===== src/rtl/murmur_arbiter_pkg.sv =====
// murmur_pkg: shared tuple/hash types and widths for the murmur arbiter slice.
package murmur_pkg;

  localparam int unsigned KEY_BITS     = 32;
  localparam int unsigned PAYLOAD_BITS = 32;
  localparam int unsigned HASH_BITS    = 96;
  localparam int unsigned SERIAL_BITS  = 64;
  localparam int unsigned MAX_NUM_SRC  = 8;
  localparam int unsigned CNT_BITS     = 4;

  typedef struct packed {
    logic [PAYLOAD_BITS-1:0] payload;
    logic [KEY_BITS-1:0]     key;
  } tuple_t;

  typedef logic [HASH_BITS-1:0]   hashed_t;
  typedef logic [SERIAL_BITS-1:0] serial_t;

endpackage


===== src/rtl/murmur_arbiter_if.sv =====
// murmur_arbiter_if: source, hash-unit and result buses of murmur_arbiter.
//   slave  : arbiter view (sources/results/hash unit on the far side)
//   master : environment view
interface murmur_arbiter_if
  import murmur_pkg::*;
#(
  parameter int unsigned NUM_SRC = 4
);

  logic    [NUM_SRC-1:0] s_valid;
  logic    [NUM_SRC-1:0] s_ready;
  tuple_t  [NUM_SRC-1:0] s_data;
  logic    [NUM_SRC-1:0] s_last_processed;
  serial_t [NUM_SRC-1:0] s_serialnum;

  logic    h_in_valid;
  logic    h_in_ready;
  tuple_t  h_in_data;
  logic    h_in_last_processed;
  serial_t h_in_serialnum;

  logic    h_out_valid;
  logic    h_out_ready;
  hashed_t h_out_data;
  logic    h_out_last_processed;
  serial_t h_out_serialnum;

  logic    [NUM_SRC-1:0] m_valid;
  logic    [NUM_SRC-1:0] m_ready;
  hashed_t [NUM_SRC-1:0] m_data;
  logic    [NUM_SRC-1:0] m_last_processed;
  serial_t [NUM_SRC-1:0] m_serialnum;

  logic    busy;

  modport slave (
    input  s_valid, s_data, s_last_processed, s_serialnum,
    output s_ready,
    output h_in_valid, h_in_data, h_in_last_processed, h_in_serialnum,
    input  h_in_ready,
    input  h_out_valid, h_out_data, h_out_last_processed, h_out_serialnum,
    output h_out_ready,
    output m_valid, m_data, m_last_processed, m_serialnum,
    input  m_ready,
    output busy
  );

  modport master (
    output s_valid, s_data, s_last_processed, s_serialnum,
    input  s_ready,
    input  h_in_valid, h_in_data, h_in_last_processed, h_in_serialnum,
    output h_in_ready,
    output h_out_valid, h_out_data, h_out_last_processed, h_out_serialnum,
    input  h_out_ready,
    input  m_valid, m_data, m_last_processed, m_serialnum,
    output m_ready,
    input  busy
  );

endinterface


===== src/rtl/murmur_arbiter_rr_grant.sv =====
// rr_grant: combinational round-robin pick, searching upward from ptr_i.
module rr_grant #(
  parameter int unsigned N   = 4,
  parameter int unsigned IDW = $clog2(N)
) (
  input  logic [N-1:0]   req_i,
  input  logic [IDW-1:0] ptr_i,
  output logic [N-1:0]   grant_o,
  output logic [IDW-1:0] id_o,
  output logic           valid_o
);

  logic [IDW-1:0] idx;

  always_comb begin
    grant_o = '0;
    id_o    = '0;
    valid_o = 1'b0;
    idx     = '0;
    for (int unsigned off = 0; off < N; off++) begin
      idx = IDW'((32'(ptr_i) + off) % N);
      if (!valid_o && req_i[idx]) begin
        valid_o      = 1'b1;
        grant_o[idx] = 1'b1;
        id_o         = idx;
      end
    end
  end

endmodule


===== src/rtl/murmur_arbiter.sv =====
// murmur_arbiter: N tuple streams share one hash unit; source id rides in the
// top IDW serialnum bits and steers results back. Optional burst lock via
// MURMUR_ARB_LOCK_EN.
module murmur_arbiter
  import murmur_pkg::*;
#(
  parameter int unsigned NUM_SRC = 4,
  parameter int unsigned IDW     = $clog2(NUM_SRC)
) (
  input  logic           clk,
  input  logic           reset,
  murmur_arbiter_if.slave bus
);

  if (NUM_SRC < 2 || NUM_SRC > MAX_NUM_SRC) begin : g_bad_num_src
    $error("murmur_arbiter: NUM_SRC out of range");
  end

  logic [NUM_SRC-1:0]  req;
  logic [NUM_SRC-1:0]  grant;
  logic [IDW-1:0]      gid;
  logic                gvalid;
  logic [IDW-1:0]      ptr_q, ptr_d;
  logic [IDW-1:0]      dst;
  logic                dst_ready;
  logic                dst_hit;
  logic                issue_xfer;
  logic                ret_xfer;
  logic [CNT_BITS-1:0] inflight_q, inflight_d;
  serial_t             sn_sel;

`ifdef MURMUR_ARB_LOCK_EN
  typedef enum logic {ARB, LOCKED} state_e;
  state_e         state_q, state_d;
  logic [IDW-1:0] lock_q, lock_d;

  always_comb begin
    req = bus.s_valid;
    if (state_q == LOCKED) req = bus.s_valid & (NUM_SRC'(1) << lock_q);
  end

  always_comb begin
    state_d = state_q;
    lock_d  = lock_q;
    case (state_q)
      ARB:     if (issue_xfer && !bus.h_in_last_processed) begin
                 state_d = LOCKED;
                 lock_d  = gid;
               end
      LOCKED:  if (issue_xfer && bus.h_in_last_processed) state_d = ARB;
      default: state_d = ARB;
    endcase
  end

  always_ff @(posedge clk) begin
    if (reset) begin
      state_q <= ARB;
      lock_q  <= '0;
    end else begin
      state_q <= state_d;
      lock_q  <= lock_d;
    end
  end
`else
  always_comb req = bus.s_valid;
`endif

  rr_grant #(.N(NUM_SRC), .IDW(IDW)) u_rr_grant (
    .req_i   (req),
    .ptr_i   (ptr_q),
    .grant_o (grant),
    .id_o    (gid),
    .valid_o (gvalid)
  );

  always_comb begin
    sn_sel                  = bus.s_serialnum[gid];
    bus.h_in_valid          = gvalid && !reset;
    bus.s_ready             = (bus.h_in_ready && !reset) ? grant : '0;
    bus.h_in_data           = bus.s_data[gid];
    bus.h_in_last_processed = bus.s_last_processed[gid];
    bus.h_in_serialnum      = {gid, sn_sel[SERIAL_BITS-1-IDW:0]};
  end

  assign dst = bus.h_out_serialnum[SERIAL_BITS-1 -: IDW];

  // ids with no matching source never hit, so they drain with ready held high
  always_comb begin
    dst_ready   = 1'b0;
    dst_hit     = 1'b0;
    bus.m_valid = '0;
    for (int unsigned i = 0; i < NUM_SRC; i++) begin
      if (32'(dst) == i) begin
        dst_hit        = 1'b1;
        dst_ready      = bus.m_ready[i];
        bus.m_valid[i] = bus.h_out_valid && !reset;
      end
    end
    bus.h_out_ready = !reset && (!bus.h_out_valid || !dst_hit || dst_ready);
  end

  always_comb begin
    bus.m_data           = '0;
    bus.m_last_processed = '0;
    bus.m_serialnum      = '0;
    for (int unsigned i = 0; i < NUM_SRC; i++) begin
      bus.m_data[i]           = bus.h_out_data;
      bus.m_last_processed[i] = bus.h_out_last_processed;
      bus.m_serialnum[i]      = {{IDW{1'b0}}, bus.h_out_serialnum[SERIAL_BITS-1-IDW:0]};
    end
  end

  assign issue_xfer = bus.h_in_valid && bus.h_in_ready;
  assign ret_xfer   = bus.h_out_valid && bus.h_out_ready;
  assign bus.busy   = (inflight_q != '0) || (|bus.s_valid);

  always_comb begin
    ptr_d = ptr_q;
    if (issue_xfer) ptr_d = (32'(gid) == NUM_SRC - 1) ? '0 : gid + 1'b1;
    inflight_d = inflight_q;
    if (issue_xfer && !ret_xfer && inflight_q != '1)
      inflight_d = inflight_q + 1'b1;
    else if (ret_xfer && !issue_xfer && inflight_q != '0)
      inflight_d = inflight_q - 1'b1;
  end

  always_ff @(posedge clk) begin
    if (reset) begin
      ptr_q      <= '0;
      inflight_q <= '0;
    end else begin
      ptr_q      <= ptr_d;
      inflight_q <= inflight_d;
    end
  end

endmodule


===== src/flat_wrapper.sv =====
// flat-port wrapper written by rule: the top's interface ports become plain ports
module murmur_arbiter_flat import murmur_pkg::*;
#(
  parameter int unsigned NUM_SRC = 4,
  parameter int unsigned IDW     = $clog2(NUM_SRC)
)
  (clk, reset, bus_s_valid, bus_s_data, bus_s_last_processed, bus_s_serialnum, bus_s_ready, bus_h_in_valid, bus_h_in_data, bus_h_in_last_processed, bus_h_in_serialnum, bus_h_in_ready, bus_h_out_valid, bus_h_out_data, bus_h_out_last_processed, bus_h_out_serialnum, bus_h_out_ready, bus_m_valid, bus_m_data, bus_m_last_processed, bus_m_serialnum, bus_m_ready, bus_busy);
  murmur_arbiter_if #(.NUM_SRC(NUM_SRC)) bus_i ();
  input  logic clk;
  input  logic reset;
  input wire logic [$bits(bus_i.s_valid)-1:0] bus_s_valid;
  input wire logic [$bits(bus_i.s_data)-1:0] bus_s_data;
  input wire logic [$bits(bus_i.s_last_processed)-1:0] bus_s_last_processed;
  input wire logic [$bits(bus_i.s_serialnum)-1:0] bus_s_serialnum;
  output wire logic [$bits(bus_i.s_ready)-1:0] bus_s_ready;
  output wire logic [$bits(bus_i.h_in_valid)-1:0] bus_h_in_valid;
  output wire logic [$bits(bus_i.h_in_data)-1:0] bus_h_in_data;
  output wire logic [$bits(bus_i.h_in_last_processed)-1:0] bus_h_in_last_processed;
  output wire logic [$bits(bus_i.h_in_serialnum)-1:0] bus_h_in_serialnum;
  input wire logic [$bits(bus_i.h_in_ready)-1:0] bus_h_in_ready;
  input wire logic [$bits(bus_i.h_out_valid)-1:0] bus_h_out_valid;
  input wire logic [$bits(bus_i.h_out_data)-1:0] bus_h_out_data;
  input wire logic [$bits(bus_i.h_out_last_processed)-1:0] bus_h_out_last_processed;
  input wire logic [$bits(bus_i.h_out_serialnum)-1:0] bus_h_out_serialnum;
  output wire logic [$bits(bus_i.h_out_ready)-1:0] bus_h_out_ready;
  output wire logic [$bits(bus_i.m_valid)-1:0] bus_m_valid;
  output wire logic [$bits(bus_i.m_data)-1:0] bus_m_data;
  output wire logic [$bits(bus_i.m_last_processed)-1:0] bus_m_last_processed;
  output wire logic [$bits(bus_i.m_serialnum)-1:0] bus_m_serialnum;
  input wire logic [$bits(bus_i.m_ready)-1:0] bus_m_ready;
  output wire logic [$bits(bus_i.busy)-1:0] bus_busy;
  assign bus_i.s_valid = bus_s_valid;
  assign bus_i.s_data = bus_s_data;
  assign bus_i.s_last_processed = bus_s_last_processed;
  assign bus_i.s_serialnum = bus_s_serialnum;
  assign bus_s_ready = bus_i.s_ready;
  assign bus_h_in_valid = bus_i.h_in_valid;
  assign bus_h_in_data = bus_i.h_in_data;
  assign bus_h_in_last_processed = bus_i.h_in_last_processed;
  assign bus_h_in_serialnum = bus_i.h_in_serialnum;
  assign bus_i.h_in_ready = bus_h_in_ready;
  assign bus_i.h_out_valid = bus_h_out_valid;
  assign bus_i.h_out_data = bus_h_out_data;
  assign bus_i.h_out_last_processed = bus_h_out_last_processed;
  assign bus_i.h_out_serialnum = bus_h_out_serialnum;
  assign bus_h_out_ready = bus_i.h_out_ready;
  assign bus_m_valid = bus_i.m_valid;
  assign bus_m_data = bus_i.m_data;
  assign bus_m_last_processed = bus_i.m_last_processed;
  assign bus_m_serialnum = bus_i.m_serialnum;
  assign bus_i.m_ready = bus_m_ready;
  assign bus_busy = bus_i.busy;
  murmur_arbiter #(.NUM_SRC(NUM_SRC), .IDW(IDW)) u_core (.clk(clk), .reset(reset), .bus(bus_i));
endmodule

===== config.mk =====
export PLATFORM = sky130hd
export DESIGN_NAME = murmur_arbiter_flat
export DESIGN_NICKNAME = d
export VERILOG_FILES = /design/src/rtl/murmur_arbiter_pkg.sv /design/src/rtl/murmur_arbiter_if.sv /design/src/rtl/murmur_arbiter_rr_grant.sv /design/src/rtl/murmur_arbiter.sv /design/src/flat_wrapper.sv
export SDC_FILE = /design/constraint.sdc
export NUM_CORES = 1
export LEC_CHECK = 0
export BUFFER_PORTS_ARGS = -buffer_cell sky130_fd_sc_hd__clkbuf_2
export CAP_MARGIN = 20
export CORE_AREA = 2 2 566 568
export DETAILED_ROUTE_END_ITERATION = 8
export DIE_AREA = 0 0 568 570
export HOLD_SLACK_MARGIN = 0.08
export PLACE_DENSITY = 0.3
export SLEW_MARGIN = 0
export SYNTH_ARGS = -nofsm -noshare
export SYNTH_HDL_FRONTEND = slang
export SYNTH_SLANG_ARGS = --single-unit

===== constraint.sdc =====
create_clock -name clk -period 7.85 [get_ports clk]
set_input_delay 1.1775 -clock clk [delete_from_list [all_inputs] [get_ports clk]]
set_output_delay 1.1775 -clock clk [all_outputs]
set_load 0.05 [all_outputs]

==> results.yml, run 1 <==
status:
  run_status: "completed"
route:
  route.detailed.drc: 0
  drt-initial-drc-count: 382
  first_pass_iters: 5
  vias_per_cell: 1.54
  wl_um: 110000
  wl_per_cell_um: 20.5
  vias: 8254
  final_antenna_net_count: 0
timing:
  hold_viol_final: 0
  rsz0062_at_grt: "false"
  worst_slack_ns: 1.53
  setup_viol_count_final: 0
  finalSetupTns_ns: 0
  period_needed_ns: 6.32
  max_slew_margin_pct: 37.0
  hold_slack_ns: 0.519
  max_clock_freq_ghz: 0.158
  slew_viol_final: 0
  tightestPinTransition_ns: 0.919
  fin_crit_sh_pct: 80.5
  fin_skew_ns: 0.0140
worst_setup_path:
  crit_arrival_ns: 5.14
  cp_cell_sequence: "inv_1 -> ha_1 -> mux4_2 -> or3_4 -> o32ai_4 -> buf_12 -> buf_12 -> mux2i_1 -> mux2i_1 -> clkbuf_2"
  cp-end-kind: "output pin"
  path_buf_inv: 4
  cp_top_family: "buffers and inverters"
  required_ns: 6.67
  slowest_delay_ns: 0.75
  timing.setup.critical_path_class: "flip-flop to output pin"
  worstSetupStartpointType: "flip-flop"
  reg2reg_slack_ns: 3.87
  worst-path-max-fanout: 101
  worst_path_max_delay_cell: "mux2i_1"
die:
  io_pins: 1473
  start_util_pct: 3.18
  core-area_mm2: 0.317
  die_width_um: 568
  die_height_um: 570
  die_area_mm2: 0.324
  rows: 207
clock_tree:
  path_clk_slew_ns: 0.05
  cts.path.max_buffers: 2
  cts-root-buf: "clkbuf_16"
  post_cts_buffers: 0
  cts_resized: 0
  cts.sinks: 6
  cts_tree: "yes"
  clk_latency_ns: 0.26
  cts_htree_levels: 1
  cts-hold-fix-buffers: 0
  cts_buffers: 3
synthesis:
  yosys.area.top_type_share_pct: 47.9
  synth_area_leader_cell: "buf_4"
  synth_async_sr_flop_share_pct: 0
  synthesis.area_mm2: 0.0101
  yosys_warnings: 0
  syn_inst: 1171
  synth_area_leaders: "buf_4 (48%), mux2i_1 (38%), buf_12 (2.8%), buf_8 (1.3%), dfxtp_1 (1.2%)"
  ys_ff_latch: 6
  ys_types: 43
  synth-edff-count: 0
  synthFlopType: "dfxtp_1"
  yosysSeqAreaShare_pct: 1.19
  syn_area_per_cell_um2: 8.63
cells_and_area:
  final_common_cell: "clkbuf_2"
  nets: 1867
  fill_cells: 37700
  multi_input_area_mm2: 0.00460
  drive_above_1_share_pct: 59.4
  area_delta_synth_final_pct: 34.6
  regArea_um2: 120
  final_cell_mix: "clkbuf_2 (661), mux2i_1 (385), ha_1 (9)"
global_route:
  grt_pass1_wl_um: 126000
  grt_max_degree: 102
  gr-total-overflow: 0
  antenna_found_initial: 99
  groute.usage.overall_pct: 6.39
  first_global_vias: 8184
power_and_ir_drop:
  p_leak_nw: 4.71
  power_frac_comb_pct: 96.8
  powerDensity_mw_per_mm2: 375
  finalPower_w: 0.00510
  intPower_w: 0.00136
  seq_power_share_pct: 1.2
  swShare_pct: 73.4
  p_switching_w: 0.00374
  ir_drop_mv: 0.215
  p_clk_share_pct: 1.9
run:
  max_cap_viol_count: 0
hold_path:
  worst_hold_path_type: "flip-flop to flip-flop"
placement:
  place_congestion: 0.902
  dp_hpwl_um: 103000
  place_ws_ns: 1.65
  io_buffers: 661
power groups by stage:
| stage | logic, W | clock network (W) | registers, W |
|---|---|---|---|
| after floorplan | 0.00426 | 0 | 0.0000510 |
| after global placement | 0.00511 | 0 | 0.0000617 |
| after detailed placement | 0.00512 | 0 | 0.0000622 |
| after CTS | 0.00512 | 0.000111 | 0.0000615 |
| after global routing | 0.00521 | 0.000107 | 0.0000653 |
| final | 0.00494 | 0.0000989 | 0.0000618 |
cell usage after synthesis (2+ instances only):
master,number
buf_8,9
a22oi_1,8
o21ai_0,3
or2_2,4
dfxtp_1,6
a21o_1,3
mux2i_1,385
nor2_1,8
clkbuf_4,2
buf_4,644
inv_1,5
nand3_1,2
ha_1,9
nand2b_1,3
mux4_2,5
mux2_2,2
nand2_1,6
nor2b_1,3
clkbuf_1,3
buf_2,13
buf_6,6
xnor2_1,2
buf_12,14
a21oi_1,7
final cells by class:
class,instances,area share (%)
antenna,18,0.331
clock buffer,3,0.552
inverter,5,0.138
multi-input combinational,476,33.8
sequential,6,0.883
tap,4180,38.5
timing repair buffer,676,25.8
metal layers:
metal	track usage [%]	up-vias	wire (um)
li1	-	3314	-
met1	6.51	3500	37200
met2	9.80	939	47600
met3	3.93	459	17100
met4	4.14	42	7900
met5	0	-	272
logic make-up (layout without fill, tap and decap cells):
kind of cell | count (synthesis) | after routing | synth area share (%)
muxes | 392 | 392 | 39.5
other | 1 | 26 | 0.0371
DFF | 6 | 6 | 1.19
buffers and inverters | 696 | 684 | 53.7
xor gates and xnor gates | 3 | 3 | 0.260
AOI/OAI and AO/OA | 28 | 28 | 2.07
and+or+nand+nor | 35 | 35 | 1.93
adders and majority gates | 10 | 10 | 1.31
stage by stage:
step                      util (%)  area [um2]  std cells
after floorplan                  -       10100       1178
after global placement        4.25       13500       5343
after detailed placement      4.25       13500       5343
after CTS                     4.27       13600       5346
after global routing          4.28       13600       5352
final                         4.29       13600       5364
worst register-to-register path, delay by kind of cell (launching register included):
family / cells / cell delay [ns]
buf+inv: 2 / 0.42
compound gates: 5 / 1.06
simple gates: 2 / 0.54
flops: 1 / 0.73
fa+ha+maj: 2 / 0.71
mux: 1 / 0.45
final timing paths:
kind                                      startpoint                      to  cells after the start
worst max-delay path                       flip-flop  bus_h_in_serialnum[31]                     10
worst min register to register  u_core.inflight_q[3]    u_core.inflight_q[3]                      2
worst max register to register             flip-flop    u_core.inflight_q[3]                     12
worst min-delay path            u_core.inflight_q[3]    u_core.inflight_q[3]                      2
Power figures use the tool's default switching activity.
==> inputs of run 2 (changes only) <==
Settings changed: CORE_AREA 2 2 566 568 to 2 2 575 577, DIE_AREA 0 0 568 570 to 0 0 577 579.
Clock period 7.85 ns to 5.9 ns, I/O delays scaled along.
==> results.yml, run 2 (synthesis results as in run 1) <==
clock_tree:
  cts_buffers: 3
  cts_resized: 0
  clk_latency_ns: 0.26
  cts_htree_levels: 1
  post_cts_buffers: 0
  cts_tree: "yes"
  cts-root-buf: "clkbuf_16"
  path_clk_slew_ns: 0.05
  cts.sinks: 6
  cts-hold-fix-buffers: 0
  cts.path.max_buffers: 2
power_and_ir_drop:
  powerDensity_mw_per_mm2: 514
  ir_drop_mv: 0.283
  p_leak_nw: 5.07
  finalPower_w: 0.00754
cells_and_area:
  regArea_um2: 120
  nets: 1901
  multi_input_area_mm2: 0.00460
  drive_above_1_share_pct: 60.7
  fill_cells: 39000
  final_common_cell: "clkbuf_2"
  final_cell_mix: "clkbuf_2 (622), mux2i_1 (384), buf_4 (44), buf_12 (44), ha_1 (9)"
  area_delta_synth_final_pct: 45.2
  layout.cells.non_filler: 5593
timing:
  fin_crit_sh_pct: 92.2
  max_clock_freq_ghz: 0.184
  worst_slack_ns: 0.458
  max_slew_margin_pct: 46.2
  period_needed_ns: 5.44
  slew_viol_final: 0
  rsz0062_at_grt: "false"
  hold_viol_final: 0
  fin_skew_ns: 0.0137
  finalSetupTns_ns: 0
  setup_viol_count_final: 0
  tightestPinTransition_ns: 0.804
die:
  die_area_mm2: 0.334
  die_height_um: 579
  die_width_um: 577
  start_util_pct: 3.07
  io_pins: 1473
  core-area_mm2: 0.329
  rows: 211
worst_setup_path:
  required_ns: 5.02
  worstSetupStartpointType: "flip-flop"
  worst-path-max-fanout: 30
  crit_arrival_ns: 4.56
  timing.setup.critical_path_class: "flip-flop to output pin"
  cp-end-kind: "output pin"
global_route:
  antenna_found_initial: 78
  grt_max_degree: 47
  first_global_vias: 8097
  groute.usage.overall_pct: 5.63
  gr-total-overflow: 0
  grt_pass1_wl_um: 115000
route:
  first_pass_iters: 5
  final_antenna_net_count: 0
  route.detailed.drc: 0
  wl_per_cell_um: 18.3
  vias: 8397
  vias_per_cell: 1.50
  drt-initial-drc-count: 577
  wl_um: 102000
run:
  max_cap_viol_count: 0
placement:
  dp_hpwl_um: 94700
  place_ws_ns: 0.660
  place_congestion: 0.780
  place_inst: 5563
  io_buffers: 661
hold_path:
  worst_hold_path_type: "flip-flop to flip-flop"
status:
  run_status: "completed"
-- run 2: cell count changes in the layout (fill, tap and decap cells not counted), sizes merged --
cell and delta:
buf +73, diode +9, clkbuf -39
-- run 2: per-layer routing --
metal	track usage [%]	up-vias	part of all wire (%)
met4	4.06	48	7.1
met3	3.84	367	18
li1	-	3384	-
met1	5.91	3625	34
met2	7.85	973	41
met5	0.893	-	0.38
-- run 2: critical path: stages, from the launching register on --
cell and delay, ns:
dfxtp_1 0.31, buf_4 0.17, inv_1 0.12, ha_1 0.41, mux4_2 0.45, or3_4 0.42
o32ai_4 0.47, buf_12 0.28, buf_4 0.31, mux2i_1 0.13, mux2i_1 0.56, buf_4 0.22
clkbuf_2 0.27
-- run 2: metrics by stage --
stage          util [%]  hold WS [ns]  area (um2)
2_1_floorplan         -         0.470       10100
3_3_place_gp       4.42         0.504       14500
3_5_place_dp       4.42         0.509       14500
4_1_cts            4.44         0.520       14600
5_1_grt            4.46         0.552       14700
6_report           4.46         0.518       14700
-- run 2: path summary, 6_finish.rpt --
kind | from | endpoint | slack (ns) | cells after the start
min | u_core.inflight_q[3] | u_core.inflight_q[3] | 0.52 | 2
max | u_core.ptr_q[1] | bus_h_in_serialnum[18] | 0.46 | 12
max reg2reg | u_core.ptr_q[1] | u_core.inflight_q[3] | 2.34 | 13
min reg2reg | u_core.inflight_q[3] | u_core.inflight_q[3] | 0.52 | 2
-- run 2: area by class of cell --
class	instances	area share, %
Inverter	5	0.128
Timing Repair Buffer	710	29.5
Antenna cell	27	0.460
Sequential cell	6	0.819
Multi-Input combinational cell	476	31.4
Clock buffer	3	0.512
Tap cell	4366	37.2
-- run 2: report_power, final --
part           internal (W)  total (W)  switching, W
clock network     0.0000890   0.000135     0.0000456
registers         0.0000527  0.0000642     0.0000114
logic               0.00230    0.00734       0.00504
total               0.00244    0.00754       0.00510
==> inputs of run 3 (changes only) <==
Settings changed: ABC_AREA set to 1, CORE_AREA 2 2 575 577 to 2 2 576 578, DIE_AREA 0 0 577 579 to 0 0 578 580.
==> results.yml, run 3 <==
status:
  run_status: "completed"
timing:
  hold_slack_ns: 0.553
  hold_viol_final: 0
  tightestPinTransition_ns: 0.884
  fin_crit_sh_pct: 87.4
  fin_skew_ns: 0.00187
  rsz0062_at_grt: "false"
  max_slew_margin_pct: 41.1
  period_needed_ns: 5.15
  finalSetupTns_ns: 0
  setup_viol_count_final: 0
  slew_viol_final: 0
  max_clock_freq_ghz: 0.194
cells_and_area:
  drive_above_1_share_pct: 33.8
  final_util_pct: 4.90
  final_common_cell: "clkbuf_2"
  layout.cells.non_filler: 6545
  nets: 2847
  fill_cells: 39500
  area_delta_synth_final_pct: 33.0
  final_cell_mix: "clkbuf_2 (660), nand2_1 (414), inv_1 (408)"
synthesis:
  synthFlopType: "dfxtp_1"
  syn_area_per_cell_um2: 5.54
  yosys.area.top_type_share_pct: 40.3
  syn_inst: 2189
  ys_top_cells_by_count: "buf_4 (651), nand2_1 (415), inv_1 (408)"
  synthesis.area_mm2: 0.0121
  yosysSeqAreaShare_pct: 0.990
  synth_area_leader_cell: "buf_4"
  yosysMostFrequentCell: "buf_4"
  synth_async_sr_flop_share_pct: 0
  ys_types: 34
  yosys_warnings: 0
  synth_area_leaders: "buf_4 (40%), nand3_1 (16%), nand2_1 (13%), inv_1 (13%), nand3b_1 (7.9%)"
  synth-edff-count: 0
  ys_ff_latch: 6
power_and_ir_drop:
  p_clk_share_pct: 1.1
  powerDensity_mw_per_mm2: 608
  p_switching_w: 0.00788
  intPower_w: 0.00194
  finalPower_w: 0.00982
  ir_drop_mv: 0.209
  p_leak_nw: 7.73
  swShare_pct: 80.3
  power_frac_comb_pct: 98.2
  seq_power_share_pct: 0.6
worst_setup_path:
  timing.rr.end: "u_core.ptr_q[1]"
  cp_top_family: "simple AND/OR/NAND/NOR gates"
  timing.setup.critical_path_class: "flip-flop to output pin"
  reg2reg_depth: 12
  worst_path_max_delay_cell: "dfxtp_1"
  crit_arrival_ns: 4.27
  path_buf_inv: 4
  worst-path-max-fanout: 37
  cp_cell_sequence: "inv_2 -> ha_1 -> inv_1 -> nand3_1 -> o21ai_4 -> o21ai_1 -> nand2_8 -> nand2_8 -> buf_4 -> nand2_1 -> nand3_1 -> nand2_1 -> clkbuf_2"
  cp-end-kind: "output pin"
  slowest_delay_ns: 0.56
  worstSetupStartpointType: "flip-flop"
  reg2reg_slack_ns: 2.73
  required_ns: 5.02
clock_tree:
  cts_resized: 0
  cts.path.max_buffers: 2
  cts_buffers: 3
  post_cts_buffers: 0
  cts.sinks: 6
  clk_latency_ns: 0.23
  cts-root-buf: "clkbuf_16"
  cts_htree_levels: 1
  path_clk_slew_ns: 0.04
  cts-hold-fix-buffers: 0
  cts_tree: "yes"
route:
  route.detailed.drc: 0
  vias_per_cell: 1.96
  wl_um: 127000
  vias: 12800
  drt-initial-drc-count: 1026
  final_antenna_net_count: 0
  first_pass_iters: 5
  wl_per_cell_um: 19.5
global_route:
  antenna_found_initial: 104
  met3_usage_pct: 4.03
  met1_usage_pct: 8.31
  first_global_vias: 12600
  gr-total-overflow: 0
  groute.usage.overall_pct: 7.28
  grt_max_degree: 112
  grt_pass1_wl_um: 155000
  grt.busiest_layer: "met2"
  grt_use_met2_pct: 10.6
die:
  rows: 211
  die_height_um: 580
  start_util_pct: 3.69
  die_area_mm2: 0.335
  io_pins: 1473
  core-area_mm2: 0.329
  die_width_um: 578
run:
  max_cap_viol_count: 0
hold_path:
  hp-start: "u_core.inflight_q[3]"
  min_path_cells: 3
  holdPathEnd: "u_core.inflight_q[3]"
  worst_hold_path_type: "flip-flop to flip-flop"
placement:
  place_congestion: 0.898
  io_buffers: 661
  place_inst: 6509
  dp_hpwl_um: 115000
run 3: cell type report:
| type | count | area [um2] | share of cell area [%] |
|---|---|---|---|
| Tap cell | 4366 | 5460 | 33.9 |
| Sequential cell | 6 | 120 | 0.744 |
| Antenna cell | 33 | 82.6 | 0.512 |
| Inverter | 410 | 1540 | 9.54 |
| Clock buffer | 3 | 75.1 | 0.465 |
| Timing Repair Buffer | 703 | 3740 | 23.2 |
| Multi-Input combinational cell | 1024 | 5120 | 31.7 |
run 3: power by group through the flow:
stage,sequential [W],clock (W),combinational [W]
2_1_floorplan,0.0000582,0,0.00688
3_3_place_gp,0.0000654,0,0.0101
3_5_place_dp,0.0000642,0,0.0100
4_1_cts,0.0000639,0.000116,0.0100
5_1_grt,0.0000656,0.000119,0.0104
6_report,0.0000634,0.000112,0.00964
run 3: worst max-delay path by stage:
stage                        endpoint            start  depth (start not counted)
global placement     bus_h_in_data[9]  u_core.ptr_q[1]                         13
global route         bus_h_in_data[9]        flip-flop                         13
detailed placement   bus_h_in_data[9]        flip-flop                         13
floorplan           bus_h_in_data[54]        flip-flop                         12
finish              bus_h_in_data[19]        flip-flop                         13
CTS                  bus_h_in_data[9]        flip-flop                         13
run 3: per-layer routing:
layer | routed length [um] | share of wire, %
met2 | 52200 | 41
met1 | 49200 | 39
met4 | 7900 | 6.2
met5 | 321 | 0.25
met3 | 17800 | 14
run 3: cell families after synthesis:
kind of cell               count (synthesis)  share of synthesized area, %
and+or+nand+nor                          986                          39.5
xor gates and xnor gates                   1                        0.0722
adders and majority gates                 10                          1.09
other                                      1                        0.0309
DFF                                        6                         0.990
buffers and inverters                   1166                          57.3
AOI/OAI and AO/OA                         19                          1.04
run 3: worst reg2reg max path: stages, from the launching register on:
cell,delay [ns]
dfxtp_1,0.56
inv_2,0.23
ha_1,0.40
inv_1,0.13
nand3_1,0.15
o21ai_4,0.10
o21ai_1,0.33
nand2_8,0.26
nand2_8,0.42
buf_4,0.26
nand2_1,0.05
nand3_1,0.12
nand2_1,0.05
run 3: per-stage QoR:
step / cell area [um2] / setup slack (ns)
finish: 16100 / 0.746
global route: 16100 / 0.365
CTS: 16100 / 0.519
detailed placement: 16000 / 0.788
global placement: 16000 / 0.742
floorplan: 12200 / 2.23
